==> config.mk <==
export PLATFORM = sky130hd
export DESIGN_NAME = div_sched_flat
export DESIGN_NICKNAME = d
export VERILOG_FILES = /design/src/rtl/div_sched_if.sv /design/src/rtl/div_sched.sv /design/src/flat_wrapper.sv
export SDC_FILE = /design/constraint.sdc
export NUM_CORES = 1
export LEC_CHECK = 0
export CORE_MARGIN = 10
export CORE_UTILIZATION = 55
export CTS_BUF_LIST = sky130_fd_sc_hd__clkbuf_4 sky130_fd_sc_hd__clkbuf_8
export DETAILED_ROUTE_END_ITERATION = 10
export DONT_BUFFER_PORTS = 1
export GPL_TIMING_DRIVEN = 0
export PLACE_DENSITY = 0.7
export SLEW_MARGIN = 20
export SYNTH_ARGS = -nofsm -noshare
export SYNTH_HDL_FRONTEND = slang
export SYNTH_SLANG_ARGS = --single-unit
==> constraint.sdc <==
create_clock -name clk -period 3.3 [get_ports clk]
set_clock_uncertainty 0.15 [all_clocks]
set_input_delay 0.495 -clock clk [delete_from_list [all_inputs] [get_ports clk]]
set_output_delay 0.495 -clock clk [all_outputs]
set_load 0.005 [all_outputs]
==> src/rtl/div_sched_if.sv <==
// Bundle of the EX-side request/response and the divider start/annul/ready
// signals used by div_sched.
//   slave  : div_sched side (consumes EX request and divider result)
//   master : environment side (EX stage + divider)
// EX side : req_i, op_i, opdata1_i, opdata2_i, flush_i -> stallreq_o, result_o, result_valid_o
// Div side: div_start_o, div_annul_o, signed_div_o, div_opdata1_o, div_opdata2_o <- div_result_i, div_ready_i
interface div_sched_if #(parameter int WIDTH = 32);
  logic               req_i;
  logic [1:0]         op_i;
  logic [WIDTH-1:0]   opdata1_i;
  logic [WIDTH-1:0]   opdata2_i;
  logic               flush_i;
  logic               stallreq_o;
  logic [WIDTH-1:0]   result_o;
  logic               result_valid_o;
  logic               div_start_o;
  logic               div_annul_o;
  logic               signed_div_o;
  logic [WIDTH-1:0]   div_opdata1_o;
  logic [WIDTH-1:0]   div_opdata2_o;
  logic [2*WIDTH-1:0] div_result_i;
  logic               div_ready_i;

  modport slave (
    input  req_i, op_i, opdata1_i, opdata2_i, flush_i, div_result_i, div_ready_i,
    output stallreq_o, result_o, result_valid_o, div_start_o, div_annul_o,
           signed_div_o, div_opdata1_o, div_opdata2_o
  );

  modport master (
    output req_i, op_i, opdata1_i, opdata2_i, flush_i, div_result_i, div_ready_i,
    input  stallreq_o, result_o, result_valid_o, div_start_o, div_annul_o,
           signed_div_o, div_opdata1_o, div_opdata2_o
  );
endinterface

==> src/rtl/div_sched.sv <==
// div_sched: sequences RV32M DIV/DIVU/REM/REMU between EX and a shared
// multi-cycle divider. Divide-by-zero and signed overflow are answered in the
// same cycle; a one-entry cache returns the other half (quotient/remainder)
// of the last divide without re-running the divider.
// Ports: clk, rst (sync, active high); bus (div_sched_if.slave) carries the
// EX request/response and the divider start/annul/ready handshake.
module div_sched #(
  parameter int WIDTH    = 32,
  parameter int CACHE_EN = 1
) (
  input  logic        clk,
  input  logic        rst,
  div_sched_if.slave  bus
);
  localparam logic [1:0] IDLE = 2'd0;
  localparam logic [1:0] BUSY = 2'd1;
  localparam logic [1:0] DONE = 2'd2;

  localparam logic [WIDTH-1:0] MSB_ONLY = {1'b1, {(WIDTH-1){1'b0}}};

  logic [1:0]       state;
  logic [WIDTH-1:0] lat_a, lat_b, res_q;
  logic             lat_sgn, lat_sel;
  logic [WIDTH-1:0] tag_a, tag_b, c_quo, c_rem;
  logic             tag_sgn, c_vld;

  logic             sgn, sel, div0, ovf, special, hit, idle_req, miss;
  logic [WIDTH-1:0] spec_res, hit_res, d_quo, d_rem;

  assign sgn      = ~bus.op_i[0];
  assign sel      = bus.op_i[1];
  assign div0     = (bus.opdata2_i == '0);
  assign ovf      = sgn && (bus.opdata1_i == MSB_ONLY) && (bus.opdata2_i == '1);
  assign special  = div0 | ovf;
  // divide-by-zero wins over overflow
  assign spec_res = div0 ? (sel ? bus.opdata1_i : '1)
                         : (sel ? '0 : bus.opdata1_i);
  assign hit      = (CACHE_EN != 0) && c_vld && (tag_a == bus.opdata1_i) &&
                    (tag_b == bus.opdata2_i) && (tag_sgn == sgn);
  assign hit_res  = sel ? c_rem : c_quo;
  assign idle_req = (state == IDLE) && bus.req_i && !bus.flush_i;
  assign miss     = idle_req && !special && !hit;
  assign d_quo    = bus.div_result_i[WIDTH-1:0];
  assign d_rem    = bus.div_result_i[2*WIDTH-1:WIDTH];

  always_comb begin
    bus.stallreq_o     = 1'b0;
    bus.result_o       = '0;
    bus.result_valid_o = 1'b0;
    bus.div_start_o    = 1'b0;
    bus.div_annul_o    = 1'b0;
    bus.signed_div_o   = 1'b0;
    bus.div_opdata1_o  = '0;
    bus.div_opdata2_o  = '0;
    case (state)
      IDLE: begin
        if (idle_req) begin
          if (special) begin
            bus.result_valid_o = 1'b1;
            bus.result_o       = spec_res;
          end else if (hit) begin
            bus.result_valid_o = 1'b1;
            bus.result_o       = hit_res;
          end else begin
            bus.stallreq_o     = 1'b1;
          end
        end
      end
      BUSY: begin
        if (bus.flush_i) begin
          bus.div_annul_o   = 1'b1;
        end else begin
          bus.div_start_o   = 1'b1;
          bus.stallreq_o    = 1'b1;
          bus.signed_div_o  = lat_sgn;
          bus.div_opdata1_o = lat_a;
          bus.div_opdata2_o = lat_b;
        end
      end
      DONE: begin
        if (!bus.flush_i) begin
          bus.result_valid_o = 1'b1;
          bus.result_o       = res_q;
        end
      end
      default: ;
    endcase
  end

  always_ff @(posedge clk) begin
    if (rst) begin
      state   <= IDLE;
      lat_a   <= '0;
      lat_b   <= '0;
      lat_sgn <= 1'b0;
      lat_sel <= 1'b0;
      res_q   <= '0;
      tag_a   <= '0;
      tag_b   <= '0;
      tag_sgn <= 1'b0;
      c_quo   <= '0;
      c_rem   <= '0;
      c_vld   <= 1'b0;
    end else begin
      case (state)
        IDLE: begin
          if (miss) begin
            lat_a   <= bus.opdata1_i;
            lat_b   <= bus.opdata2_i;
            lat_sgn <= sgn;
            lat_sel <= sel;
            state   <= BUSY;
          end
        end
        BUSY: begin
          // flush wins over a same-cycle ready: result is dropped, cache kept
          if (bus.flush_i) begin
            state <= IDLE;
          end else if (bus.div_ready_i) begin
            res_q   <= lat_sel ? d_rem : d_quo;
            tag_a   <= lat_a;
            tag_b   <= lat_b;
            tag_sgn <= lat_sgn;
            c_quo   <= d_quo;
            c_rem   <= d_rem;
            c_vld   <= 1'b1;
            state   <= DONE;
          end
        end
        DONE:    state <= IDLE;
        default: state <= IDLE;
      endcase
    end
  end
endmodule

==> src/flat_wrapper.sv <==
// flat-port wrapper written by rule: the top's interface ports become plain ports
module div_sched_flat 
#(
  parameter int WIDTH    = 32,
  parameter int CACHE_EN = 1
)
  (clk, rst, bus_req_i, bus_op_i, bus_opdata1_i, bus_opdata2_i, bus_flush_i, bus_div_result_i, bus_div_ready_i, bus_stallreq_o, bus_result_o, bus_result_valid_o, bus_div_start_o, bus_div_annul_o, bus_signed_div_o, bus_div_opdata1_o, bus_div_opdata2_o);
  div_sched_if #(.WIDTH(WIDTH)) bus_i ();
  input  logic clk;
  input  logic rst;
  input wire logic [$bits(bus_i.req_i)-1:0] bus_req_i;
  input wire logic [$bits(bus_i.op_i)-1:0] bus_op_i;
  input wire logic [$bits(bus_i.opdata1_i)-1:0] bus_opdata1_i;
  input wire logic [$bits(bus_i.opdata2_i)-1:0] bus_opdata2_i;
  input wire logic [$bits(bus_i.flush_i)-1:0] bus_flush_i;
  input wire logic [$bits(bus_i.div_result_i)-1:0] bus_div_result_i;
  input wire logic [$bits(bus_i.div_ready_i)-1:0] bus_div_ready_i;
  output wire logic [$bits(bus_i.stallreq_o)-1:0] bus_stallreq_o;
  output wire logic [$bits(bus_i.result_o)-1:0] bus_result_o;
  output wire logic [$bits(bus_i.result_valid_o)-1:0] bus_result_valid_o;
  output wire logic [$bits(bus_i.div_start_o)-1:0] bus_div_start_o;
  output wire logic [$bits(bus_i.div_annul_o)-1:0] bus_div_annul_o;
  output wire logic [$bits(bus_i.signed_div_o)-1:0] bus_signed_div_o;
  output wire logic [$bits(bus_i.div_opdata1_o)-1:0] bus_div_opdata1_o;
  output wire logic [$bits(bus_i.div_opdata2_o)-1:0] bus_div_opdata2_o;
  assign bus_i.req_i = bus_req_i;
  assign bus_i.op_i = bus_op_i;
  assign bus_i.opdata1_i = bus_opdata1_i;
  assign bus_i.opdata2_i = bus_opdata2_i;
  assign bus_i.flush_i = bus_flush_i;
  assign bus_i.div_result_i = bus_div_result_i;
  assign bus_i.div_ready_i = bus_div_ready_i;
  assign bus_stallreq_o = bus_i.stallreq_o;
  assign bus_result_o = bus_i.result_o;
  assign bus_result_valid_o = bus_i.result_valid_o;
  assign bus_div_start_o = bus_i.div_start_o;
  assign bus_div_annul_o = bus_i.div_annul_o;
  assign bus_signed_div_o = bus_i.signed_div_o;
  assign bus_div_opdata1_o = bus_i.div_opdata1_o;
  assign bus_div_opdata2_o = bus_i.div_opdata2_o;
  div_sched #(.WIDTH(WIDTH), .CACHE_EN(CACHE_EN)) u_core (.clk(clk), .rst(rst), .bus(bus_i));
endmodule
* Word level (Yosys, flattened, before mapping)
Index checks and enable logic that the tools add are counted.
** Cells by class
- Reductions and logical operators :: 17
- Eq/ne operators :: 9
- Bitwise logic cells :: 3
- Multiplexer cells :: 32
** Operator list (number)
- 32-bit two-way mux :: 13
- 32-bit equality test :: 2
- 32-bit equality test (second input constant) :: 2
- 32-bit case mux with 2 select lines :: 1
- 32-bit logical NOT :: 1
- 1-bit two-way mux :: 12
- 1-bit logical AND :: 9
- 2-bit two-way mux :: 3
- 1-bit case mux with 2 select lines :: 2
- 2-bit case mux with 2 select lines :: 1
- 2-bit AND reduction :: 2
- 1-bit logical NOT :: 3
- 3-bit inequality test (second input constant) :: 1
- 3-bit AND reduction :: 1
- 2-bit by 1-bit equality test with 1-bit output (second input constant) :: 1
- 2-bit equality test (second input constant) :: 1
- 2-bit logical NOT :: 1
- 2-bit by 1-bit inequality test with 1-bit output (second input constant) :: 1
- 1-bit inverter :: 2
- 1-bit equality test :: 1
- 1-bit OR :: 1
** Storage, ports and cells
- Input port bits :: 135
- Flip-flop bits (word level) :: 230
- Output and inout port bits :: 101
- Word-level logic and storage cells :: 73

* Longest topological paths before layout
Gate-level depths: netlist (run 1).
- Word-level depth :: 9
- Depth in mapped cells :: 9
- Depth with buffers taken out :: 6

* Least setup slack after synthesis (run 1)
No wires, ideal clock.
- Path kind :: in2out
- Start :: input bus_opdata1_i[27]
- End :: output bus_stallreq_o
- Cell stages on the path :: 8
- Setup slack :: 0.113 ns
- Data arrival time :: 2.542 ns
- Path buffers :: 2
- Cells stage by stage :: or4b_1 -> or4_1 -> nor4_2 -> a21o_1 -> buf_4 -> a211oi_2 -> buf_6 -> or2_2
** Between the ends
- Longest elaborated chain between the ends :: 8
** Ends and longest elaborated chain
- from (decl) :: RTL line flat_wrapper.sv:13 : input wire logic [$bits(bus_i.opdata1_i)-1:0] bus_opdata1_i;
- 32-bit equality test :: RTL line div_sched.sv:38 : assign hit = (CACHE_EN != 0) && c_vld && (tag_a == bus.opdata1_i) &&
- 1-bit logical AND (2 in a row) :: RTL line div_sched.sv:38
- 1-bit logical AND :: RTL line div_sched.sv:39 : (tag_b == bus.opdata2_i) && (tag_sgn == sgn);
- 1-bit two-way mux :: RTL line div_sched.sv:61 : end else if (hit) begin
- 1-bit two-way mux * :: RTL line div_sched.sv:58 : if (special) begin
- 1-bit two-way mux * :: RTL line div_sched.sv:57 : if (idle_req) begin
- 1-bit case mux with 2 select lines * :: RTL line div_sched.sv:55 : case (state)
- to (decl) :: RTL line flat_wrapper.sv:18 : output wire logic [$bits(bus_i.stallreq_o)-1:0] bus_stallreq_o;
Every way passes the cells marked *; elsewhere a longest branch is shown, timed or not.

* Worst setup path after layout (run 1)
- Start :: register u_core.tag_a[13]
- End :: output bus_result_o[20]
** Between the ends
- Longest elaborated chain between the ends :: 8
** Ends and longest elaborated chain
- from (decl) :: RTL line div_sched.sv:24 : logic [WIDTH-1:0] tag_a, tag_b, c_quo, c_rem;
- from (signal assigned) :: RTL line div_sched.sv:121 : tag_a <= lat_a;
- 32-bit equality test :: RTL line div_sched.sv:38
- 1-bit logical AND (2 in a row) :: RTL line div_sched.sv:38
- 1-bit logical AND :: RTL line div_sched.sv:39
- 32-bit two-way mux :: RTL line div_sched.sv:61
- 32-bit two-way mux :: RTL line div_sched.sv:58
- 32-bit two-way mux :: RTL line div_sched.sv:57
- 32-bit case mux with 2 select lines :: RTL line div_sched.sv:55
- to (decl) :: RTL line flat_wrapper.sv:19 : output wire logic [$bits(bus_i.result_o)-1:0] bus_result_o;
Every way passes these cells.

==> run metrics, run 1 <==
CP endpoint=bus_result_o[20]; flop2flop setup slack=0.14 ns; average wire per standard cell=24.0 um; Reg power frac=0.464; Yosys top cell area share=0.393; fin crit share=1.05; Initial Util=0.559; area share of fa/ha/maj cells after synthesis=0.0274; post-synthesis register bit count=230; drt drc=0; leakage=5.06 nW; met3 routed WL=5590 um; Post-synth top flop=dfxtp_1; xor and xnor area share after synthesis=0.0299; final std cells w/o fill=1898; initial antenna violation count=0; P_int=4.68 mW; total gr overflow=0; Root Buffer=clkbuf_8; Pre-Repair DR Iteration Count=6; switching share of power=0.251; compound-cell area share of the yosys netlist=0.104; IO Port Bufs=0; RSZ-0062 raised after global routing=yes; met2 WL=20200 um; CTS Buffer Depth=3; cells after synthesis=1414; largest net degree at the start of global routing=11; worst slew pin tran=0.913 ns; peak supply drop=0.274 mV; Clock Latency Late Sink=0.56 ns; # IOs=236; Area growth syn-to-layout=27.1%; setup violators final=33; Worst R2R Start=u_core.state[0]$_SDFFE_PP0P_; HP Start=bus_opdata2_i[30]; combinational power share=0.098; Clock Pin Slew Worst Setup and Hold Paths=0.06 ns; status=finished with violations; Routed Antenna Nets=0; nets@finish=1732; global-route wire length before repair=69000 um; # diodes=0; die height=roughly 170 um; die width=166 um; final WL=between 40000 and 50000 um; Synth area leaders=dfxtp_1, mux2i_1, nand2_1, nand2b_1, a21oi_1; hpwl dp=30600 um; Post-synth EDFFs=0; CTS tree=yes; DR vias=11600; crit path launch type=register; die area=27500 um2; hold crit path type=in -> reg; pwr dens=419 nW/um2; Fin Hold WS=0.0276 ns; max layer used=met4; Syn Nets=1549; reg-to-reg endpoint=u_core.c_rem[19]$_SDFFE_PP0P_; violated checks=setup timing; post-place instance area=12100 um2; Mapped Area=11700 um2; cell taking the most area after synthesis=dfxtp_1; pre-CTS setup slack=-0.408 ns; Simple-Gate Fraction of Synth Area=0.262; dpl cells=1689; utilization after layout=0.710; post-synthesis async set-or-reset flop share=0; crit path capture type=primary output; layout cells sized above 1=0.120; final hold vios=0; Warnings, synthesis=0; setup ws final=-0.157 ns; Max FO, Critical Path=5; main combinational cell family by area after synthesis=simple AND/OR/NAND/NOR gates; Max-Cap Viols=0; cts bufs inserted=41; switching pwr=1.56 mW; data required time of the critical path=2.65 ns; CTS sink count=230; WP data arrival=2.81 ns; syn_area_per_cell=8.28 um2; synth unique cells=48; routability cong.=0.920; Fmax=289 MHz; Final Cell Area=roughly 15000 um2; DR iter-0 viols=1430; H-Tree Level Count=2; fin. max-slew vios=0; M1 WL=17400 um; core area=21000 um2; R2R cell count=8; register area share after synthesis=0.393; Vias/cell=6.10; Clock power frac=0.438; Max-slew headroom=0.392; GRT Overall Usage=0.311; Critical Path Source=u_core.tag_a[13]$_SDFFE_PP0P_; Crit Path Class=reg -> out; vias in the first global route=11400; mux cell area share after synthesis=0.142; row count=53; fin crit period=approximately 3.5 ns
synthesized netlist by cell type (all sizes together) (2+ instances only):
| cell type | n |
|---|---|
| a2111oi | 4 |
| a21oi | 131 |
| nand2 | 294 |
| o21ai | 32 |
| or4 | 3 |
| nand2b | 145 |
| or4b | 2 |
| nor3 | 2 |
| dfxtp | 230 |
| nor2 | 41 |
| inv | 11 |
| nand4b | 2 |
| a2111o | 2 |
| nand4 | 12 |
| xnor2 | 4 |
| xor2 | 36 |
| mux2 | 33 |
| o2111ai | 5 |
| clkbuf | 85 |
| nor4 | 24 |
| maj3 | 32 |
| mux2i | 129 |
| buf | 22 |
| nor2b | 20 |
| and2 | 66 |
| a211oi | 33 |
flip-flops by register name, summed over array words and instances, names as in the netlist:
register        flops
u_core.c_quo       32
u_core.c_rem       32
u_core.lat_a       32
u_core.lat_b       32
u_core.res_q       32
u_core.tag_a       32
u_core.tag_b       32
u_core.state        2
u_core.c_vld        1
u_core.lat_sel      1
u_core.lat_sgn      1
u_core.tag_sgn      1
worst min path at each step:
| stage | slack (ns) | depth (start not counted) | end |
|---|---|---|---|
| after floorplan | 0.28 | 2 | u_core.c_rem[0]$_SDFFE_PP0P_ |
| after global placement | 0.29 | 2 | u_core.c_rem[4]$_SDFFE_PP0P_ |
| after detailed placement | 0.30 | 2 | u_core.c_quo[21]$_SDFFE_PP0P_ |
| after CTS | 0.002 | 2 | u_core.lat_b[30]$_SDFFE_PP0P_ |
| after global routing | 0.03 | 2 | u_core.lat_sgn$_SDFFE_PP0P_ |
| final | 0.03 | 2 | u_core.lat_b[30]$_SDFFE_PP0P_ |
timing repair:
item	4_1_cts	5_1_grt
endpoints found under the hold margin	127	0
setup endpoints to repair	54	54
pin swaps	19	11
gates resized for setup	123	32
buffers inserted	5	5
hold buffers	127	0
gates cloned	4	0
cell families (layout without fill, tap and decap cells):
family,count (synthesis),after routing
xor gates and xnor gates,40,40
AOI/OAI and AO/OA,213,214
adders and majority gates,32,32
DFF,230,230
buffers and inverters,118,326
muxes,162,162
and+or+nand+nor,619,619
routing by layer:
| layer | GRT usage | vias to the layer above |
|---|---|---|
| li1 | - | 5120 |
| met1 | 0.393 | 5501 |
| met2 | 0.479 | 790 |
| met3 | 0.0892 | 175 |
| met4 | 0.146 | 0 |
| met5 | 0 | - |
final cells by class:
| cell class | count | area, um2 |
|---|---|---|
| Multi-Input combinational cell | 1067 | 7150 |
| Fill cell | 1578 | 6070 |
| Sequential cell | 230 | 4610 |
| Timing Repair Buffer | 140 | 1400 |
| Clock buffer | 65 | 807 |
| Buffer | 106 | 513 |
| Tap cell | 275 | 344 |
| Inverter | 11 | 41.3 |
| Clock inverter | 4 | 22.5 |
power groups by stage:
| stage | registers, mW | logic, mW | clock network, mW |
|---|---|---|---|
| after floorplan | 2.93 | 0.324 | 0 |
| after global placement | 2.95 | 0.424 | 0 |
| after detailed placement | 2.95 | 0.431 | 0 |
| after CTS | 2.89 | 0.585 | 2.73 |
| after global routing | 2.90 | 0.646 | 2.87 |
| final | 2.89 | 0.613 | 2.73 |
stage by stage:
step	setup TNS, ns	total power, mW
6_report	-3.66	6.24
5_1_grt	-5.09	6.41
4_1_cts	-1.86	6.20
3_5_place_dp	-8.38	3.38
3_3_place_gp	-46.18	3.37
2_1_floorplan	0	3.26
placed cells by master (no fill, tap or decap), types with 5 or more instances in the layout:
| master | count |
|---|---|
| a211oi_1 | 32 |
| a21oi_1 | 130 |
| and2_1 | 65 |
| buf_1 | 11 |
| buf_4 | 9 |
| buf_6 | 5 |
| clkbuf_1 | 81 |
| clkbuf_4 | 14 |
| clkbuf_8 | 52 |
| dfxtp_1 | 226 |
| dlygate4sd3_1 | 127 |
| inv_1 | 11 |
| maj3_1 | 32 |
| mux2_2 | 32 |
| mux2i_1 | 111 |
| mux2i_2 | 10 |
| mux2i_4 | 8 |
| nand2_1 | 294 |
| nand2b_1 | 145 |
| nand4_1 | 12 |
| nor2_1 | 40 |
| nor2b_1 | 19 |
| nor4_1 | 21 |
| o2111ai_1 | 5 |
| o21ai_2 | 8 |
| o21ai_4 | 21 |
| xor2_1 | 36 |
worst max-delay path: stages (launching register included):
cell	delay, ns
dfxtp_2	0.33
nor2b_4	0.12
a2111o_1	0.37
or4_4	0.58
nor4_4	0.16
buf_6	0.17
a2bb2oi_4	0.13
buf_8	0.19
o21ai_4	0.21
Note: power is estimated with default switching activity, not from simulation.
==> run 2: changes to the inputs <==
--- a/config.mk
+++ b/config.mk
@@ -8,10 +8,11 @@
 export CORE_MARGIN = 10
 export CORE_UTILIZATION = 55
 export CTS_BUF_LIST = sky130_fd_sc_hd__clkbuf_4 sky130_fd_sc_hd__clkbuf_8
+export CTS_CLUSTER_SIZE = 8
 export DETAILED_ROUTE_END_ITERATION = 10
 export DONT_BUFFER_PORTS = 1
 export GPL_TIMING_DRIVEN = 0
-export PLACE_DENSITY = 0.7
+export PLACE_DENSITY = 0.73
 export SLEW_MARGIN = 20
 export SYNTH_ARGS = -nofsm -noshare
 export SYNTH_HDL_FRONTEND = slang
==> constraint.sdc (replaced) <==
create_clock -name clk -period 2.8 [get_ports clk]
set_clock_uncertainty 0.15 [all_clocks]
set_input_delay 0.42 -clock clk [delete_from_list [all_inputs] [get_ports clk]]
set_output_delay 0.42 -clock clk [all_outputs]
set_load 0.005 [all_outputs]
==> run 2 against run 1 <==
Clock power increased by 18%; power is 18% higher; design area rose by 0.13%; largest power group unchanged; worst setup slack lost 0.36 ns; the run ends with hold timing, setup timing left; non-clock buffer count rose by 4; cell count is 0.21% higher; via count is 2.2% higher.
==> run metrics, run 2 (synthesis results as in run 1) <==
status=finished with violations; violated checks=hold timing, setup timing; peak supply drop=approximately 0.38 mV; most frequent cells in the layout=nand2_1, dfxtp_1, nand2b_1, a21oi_1, dlygate4sd3_1; vias in the first global route=11700; crit path launch type=register; die height=166 um; utilization after layout=0.711; setup ws final=-0.512 ns; Fmax=302 MHz; H-Tree Level Count=2; RSZ-0062 raised after global routing=yes; total gr overflow=0; fin crit period=3.31 ns; IO Port Bufs=0; routability cong.=roughly 0.94; row count=53; hold crit path type=in -> reg; cts bufs inserted=39; Initial Util=0.559; GRT Overall Usage=0.310; final hold vios=2; Max-Cap Viols=0; initial antenna violation count=3; Routed Antenna Nets=0; Area growth syn-to-layout=27.3%; die area=27500 um2; crit path capture type=primary output; Worst Path Buf+Inv=2; WP data arrival=2.74 ns; commonest non-fill, non-tap cell in the layout=nand2_1; DR iter-0 viols=1500; Clock Pin Slew Worst Setup and Hold Paths=0.06 ns; CP cell instances=xnor2_1 -> nand4_1 -> or3_1 -> nor4_4 -> buf_4 -> a2bb2oi_4 -> clkbuf_16 -> o21ai_4; Vias/cell=approximately 6.2; die width=166 um; leakage=between 5 and 6 nW; Root Buffer=clkbuf_8; CTS tree=yes; fin. max-slew vios=0; final WL=46200 um; core area=roughly 21000 um2; Max-slew headroom=0.362; data required time of the critical path=between 2 and 2.5 ns; Crit Path Class=reg -> out; worst slew pin tran=0.957 ns; DR vias=11800; setup tns final=-15.32 ns; nets@finish=1734; setup violators final=34; fin crit share=1.18; drt drc=0; pwr dens=roughly 490 nW/um2; Clock Latency Late Sink=0.56 ns; global-route wire length before repair=68800 um; largest net degree at the start of global routing=11; hpwl dp=30500 um; # IOs=between 200 and 250; Slowest-stage cell, CP=or3_1; CTS sink count=between 200 and 250; CTS Buffer Depth=3; CP delay by family, top=simple AND/OR/NAND/NOR gates; layout cells sized above 1=0.117; Max FO, Critical Path=5; Pre-Repair DR Iteration Count=6; CP max stage delay=around 0.4 ns; Fin Hold WS=-0.0110 ns; average wire per standard cell=24.3 um
-- run 2: cell types whose count changed in the layout (fill, tap and decap cells not counted), moves of 3 or more --
cell           previous run  this run
mux2i_2                  10         6
o21ai_1                   3         0
mux2i_1                 111       122
o21ai_4                  21        31
mux2i_4                   8         1
dlygate4sd3_1           127       130
o21ai_2                   8         1
clkbuf_2                  1         4
-- run 2: final cells by class --
cell class / instances / area [um2]
clock inverters: 5 / 32.5
diodes: 1 / 2.50
repair buffers: 143 / 1430
well taps: 275 / 344
clock buffers: 63 / 792
inverters: 11 / 41.3
fillers: 1563 / 6050
flip-flops and latches: 230 / 4610
multi-input cells: 1067 / 7150
plain buffers: 107 / 504
-- run 2: through the flow --
step                      area [um2]  power (mW)  hold slack, ns  instances  worst slack, ns
final                          14900        7.37         -0.0110       1902           -0.512
after global routing           14900        7.55          0.0233       1901           -0.536
after global placement         12100        3.97           0.288       1689           -0.621
after detailed placement       12100        3.99           0.296       1689           -0.682
after floorplan                11700        3.84           0.283       1414          0.00461
after CTS                      14800        7.29         0.00208       1901           -0.473
-- run 2: final timing paths --
kind,to,slack [ns],startpoint,cells past startpoint
hold reg to reg,u_core.c_rem[29]$_SDFFE_PP0P_,0.30,u_core.c_rem[29]$_SDFFE_PP0P_,2
setup / recovery,bus_result_o[21],-0.51,u_core.tag_a[29]$_SDFFE_PP0P_,8
hold / removal,u_core.res_q[2]$_SDFFE_PP0P_,-0.01,bus_div_result_i[34],2
setup reg to reg,u_core.lat_b[9]$_SDFFE_PP0P_,0.03,u_core.tag_b[21]$_SDFFE_PP0P_,10
-- run 2: layer usage --
layer,vias up,global-route usage,wire length (um),part of all wire
li1,5151,-,-,-
met1,5622,0.384,17600,0.38
met2,840,0.480,20400,0.44
met3,230,0.0819,5330,0.12
met4,2,0.173,2820,0.061
met5,-,0,7,0.00015
-- run 2: power by group --
group	switching, mW	internal, mW
sequential	0.0600	3.35
clock	1.43	1.79
combinational	0.392	0.348
total	1.88	5.49
-- run 2: repair_timing --
action / 4_1_cts / 5_1_grt
setup buffers: 10 / 0
pin swaps: 30 / 9
hold buffers: 130 / 0
endpoints found under the setup margin: 231 / 107
endpoints found under the hold margin: 159 / 0
cloned: 4 / 0
gates resized for setup: 116 / 38
==> run 3: changes to the inputs <==
--- a/config.mk
+++ b/config.mk
@@ -5,6 +5,8 @@
 export SDC_FILE = /design/constraint.sdc
 export NUM_CORES = 1
 export LEC_CHECK = 0
+export ABC_AREA = 1
+export CORE_ASPECT_RATIO = 1.25
 export CORE_MARGIN = 10
 export CORE_UTILIZATION = 55
 export CTS_BUF_LIST = sky130_fd_sc_hd__clkbuf_4 sky130_fd_sc_hd__clkbuf_8
==> run 3 against run 2 <==
The flow finishes with violations (setup timing); worst hold slack better by 0.092 ns; first-iteration DRC count fell by 21%; non-clock buffer count up 36; area after synthesis up 6.9%; synthesized cell count grew 42%; via count rose by 22%; global-route usage increased by 0.24 points; register-to-register slack better by 0.19 ns.
==> run metrics, run 3 <==
Max-slew headroom=0.398; switching pwr=2.03 mW; DR vias=14500; switching share of power=0.268; Initial Util=0.560; final hold vios=0; CTS sink count=230; top-count cell post-synth=nand2_1; Clock Latency Late Sink=around 0.55 ns; P_int=5.54 mW; status=finished with violations; synth unique cells=32; die area=between 20000 and 30000 um2; peak supply drop=0.430 mV; hold crit path type=in -> reg; Fin Hold WS=approximately 0.081 ns; cell taking the most area after synthesis=dfxtp_1; crit path capture type=primary output; row count=61; Fmax=345 MHz; crit path launch type=register; DR iter-0 viols=1185; cts bufs inserted=39; cells after synthesis=~2000; fin. max-slew vios=0; violated checks=setup timing; core area=22400 um2; pre-CTS setup slack=-0.188 ns; post-synthesis register bit count=230; pwr dens=477 nW/um2; RSZ-0062 raised after global routing=yes; syn_area_per_cell=6.23 um2; WP data arrival=roughly 2.3 ns; IO Port Bufs=0; vias in the first global route=14000; Pre-Repair DR Iteration Count=6; Vias/cell=5.77; most frequent cells in the layout=nand2_1, nor2_1, dfxtp_1, o21ai_0, dlygate4sd3_1; Synth area leaders=dfxtp_1, nand2_1, nor2_1, o21ai_0, nand3_1; Mapped Area=12500 um2; CTS Buffer Depth=3; fin crit share=1.04; Post-synth top cells=nand2_1, nor2_1, dfxtp_1; drt drc=0; global-route wire length before repair=approximately 75000 um; post-synthesis async set-or-reset flop share=0; GRT Overall Usage=0.312; # IOs=roughly 240; setup ws final=-0.102 ns; Post-synth EDFFs=0; hpwl dp=34000 um; setup violators final=32; utilization after layout=0.711; die height=189 um; Syn Nets=2145; average wire per standard cell=19.5 um; Crit Path Class=reg -> out; initial antenna violation count=1; Clock power frac=0.423; CTS tree=yes; H-Tree Level Count=2; Max-Cap Viols=0; Routed Antenna Nets=0; commonest non-fill, non-tap cell in the layout=nand2_1; die width=roughly 150 um; total gr overflow=0; combinational power share=0.123; layout cells sized above 1=0.141; final WL=~49000 um; nets@finish=2338; worst slew pin tran=0.903 ns; Warnings, synthesis=0; Root Buffer=clkbuf_8; setup tns final=-1.42 ns; Clock Pin Slew Worst Setup and Hold Paths=0.07 ns; leakage=6.49 nW; Reg power frac=0.454; register area share after synthesis=0.368; Post-synth top flop=dfxtp_1; Area growth syn-to-layout=27.0%; data required time of the critical path=2.23 ns; total power=7.58 mW; Yosys top cell area share=0.368; Max FO, Critical Path=5; routability cong.=0.916; largest net degree at the start of global routing=11; fin crit period=2.90 ns
==> run 3: path summary, 6_finish.rpt <==
check / from / to / slack [ns] / depth (start not counted)
setup / recovery: u_core.tag_a[19]$_SDFFE_PP0P_ / bus_result_o[13] / -0.10 / 14
hold / removal: bus_opdata1_i[1] / u_core.lat_a[1]$_SDFFE_PP0P_ / 0.08 / 3
setup reg to reg: u_core.state[0]$_SDFFE_PP0P_ / u_core.c_quo[15]$_SDFFE_PP0P_ / 0.22 / 11
hold reg to reg: u_core.lat_b[18]$_SDFFE_PP0P_ / u_core.lat_b[18]$_SDFFE_PP0P_ / 0.31 / 2
==> run 3: stage by stage <==
step	instances	cell area [um2]
4_1_cts	2496	15400
3_5_place_dp	2293	12900
2_1_floorplan	2010	12500
5_1_grt	2511	15900
6_report	2511	15900
3_3_place_gp	2293	12900
==> run 3: final cells by class <==
| cell class | instances | area (um2) |
|---|---|---|
| sequential | 230 | 4630 |
| buffer | 134 | 622 |
| antenna | 1 | 2.50 |
| clock buffer | 65 | 807 |
| fill | 1932 | 6470 |
| multi-input combinational | 1498 | 7430 |
| inverter | 148 | 556 |
| timing repair buffer | 152 | 1490 |
| tap | 283 | 354 |
==> run 3: layer usage <==
| layer | GRT usage | vias to the layer above | share of wire |
|---|---|---|---|
| met5 | 0 | - | 0 |
| met4 | 0.146 | 0 | 0.044 |
| met3 | 0.0809 | 165 | 0.10 |
| met2 | 0.544 | 792 | 0.49 |
| met1 | 0.345 | 6660 | 0.36 |
| li1 | - | 6881 | - |
==> run 3: power by group through the flow <==
stage	clock network, mW	registers [mW]	logic [mW]
floorplan	0	3.49	0.509
global placement	0	3.50	0.664
detailed placement	0	3.50	0.678
CTS	3.19	3.43	0.873
global route	3.34	3.45	1.02
finish	3.21	3.44	0.932
==> run 3: worst max-delay path: stages, from the launching register on <==
cell and delay (ns):
dfxtp_2 0.33, inv_2 0.04, nand2_2 0.06, and2_4 0.14, nand2_1 0.04, nor2_1 0.09, nand2_1 0.09, nor2_4 0.15
nand2_2 0.09, nor2_4 0.21, buf_6 0.16, nand4_1 0.09, nand2_1 0.12, nand3_2 0.08, nand2_2 0.10
==> run 3: kinds of logic (layout without fill, tap and decap cells) <==
kind of cell / after synthesis / after routing / synth area share
DFF: 230 / 230 / 0.368
other: 0 / 1 / 0
and+or+nand+nor: 1091 / 1091 / 0.356
xor gates and xnor gates: 30 / 30 / 0.0216
muxes: 17 / 17 / 0.0136
buffers and inverters: 282 / 499 / 0.0896
AOI/OAI and AO/OA: 360 / 360 / 0.151
==> run 3: repair_timing <==
item | 4_1_cts | 5_1_grt
gates resized for setup | 104 | 116
cloned | 3 | 0
pin swaps | 33 | 69
hold buffers | 129 | 0
setup buffers | 6 | 14
hold endpoints to repair | 163 | 0
endpoints found under the setup margin | 73 | 158
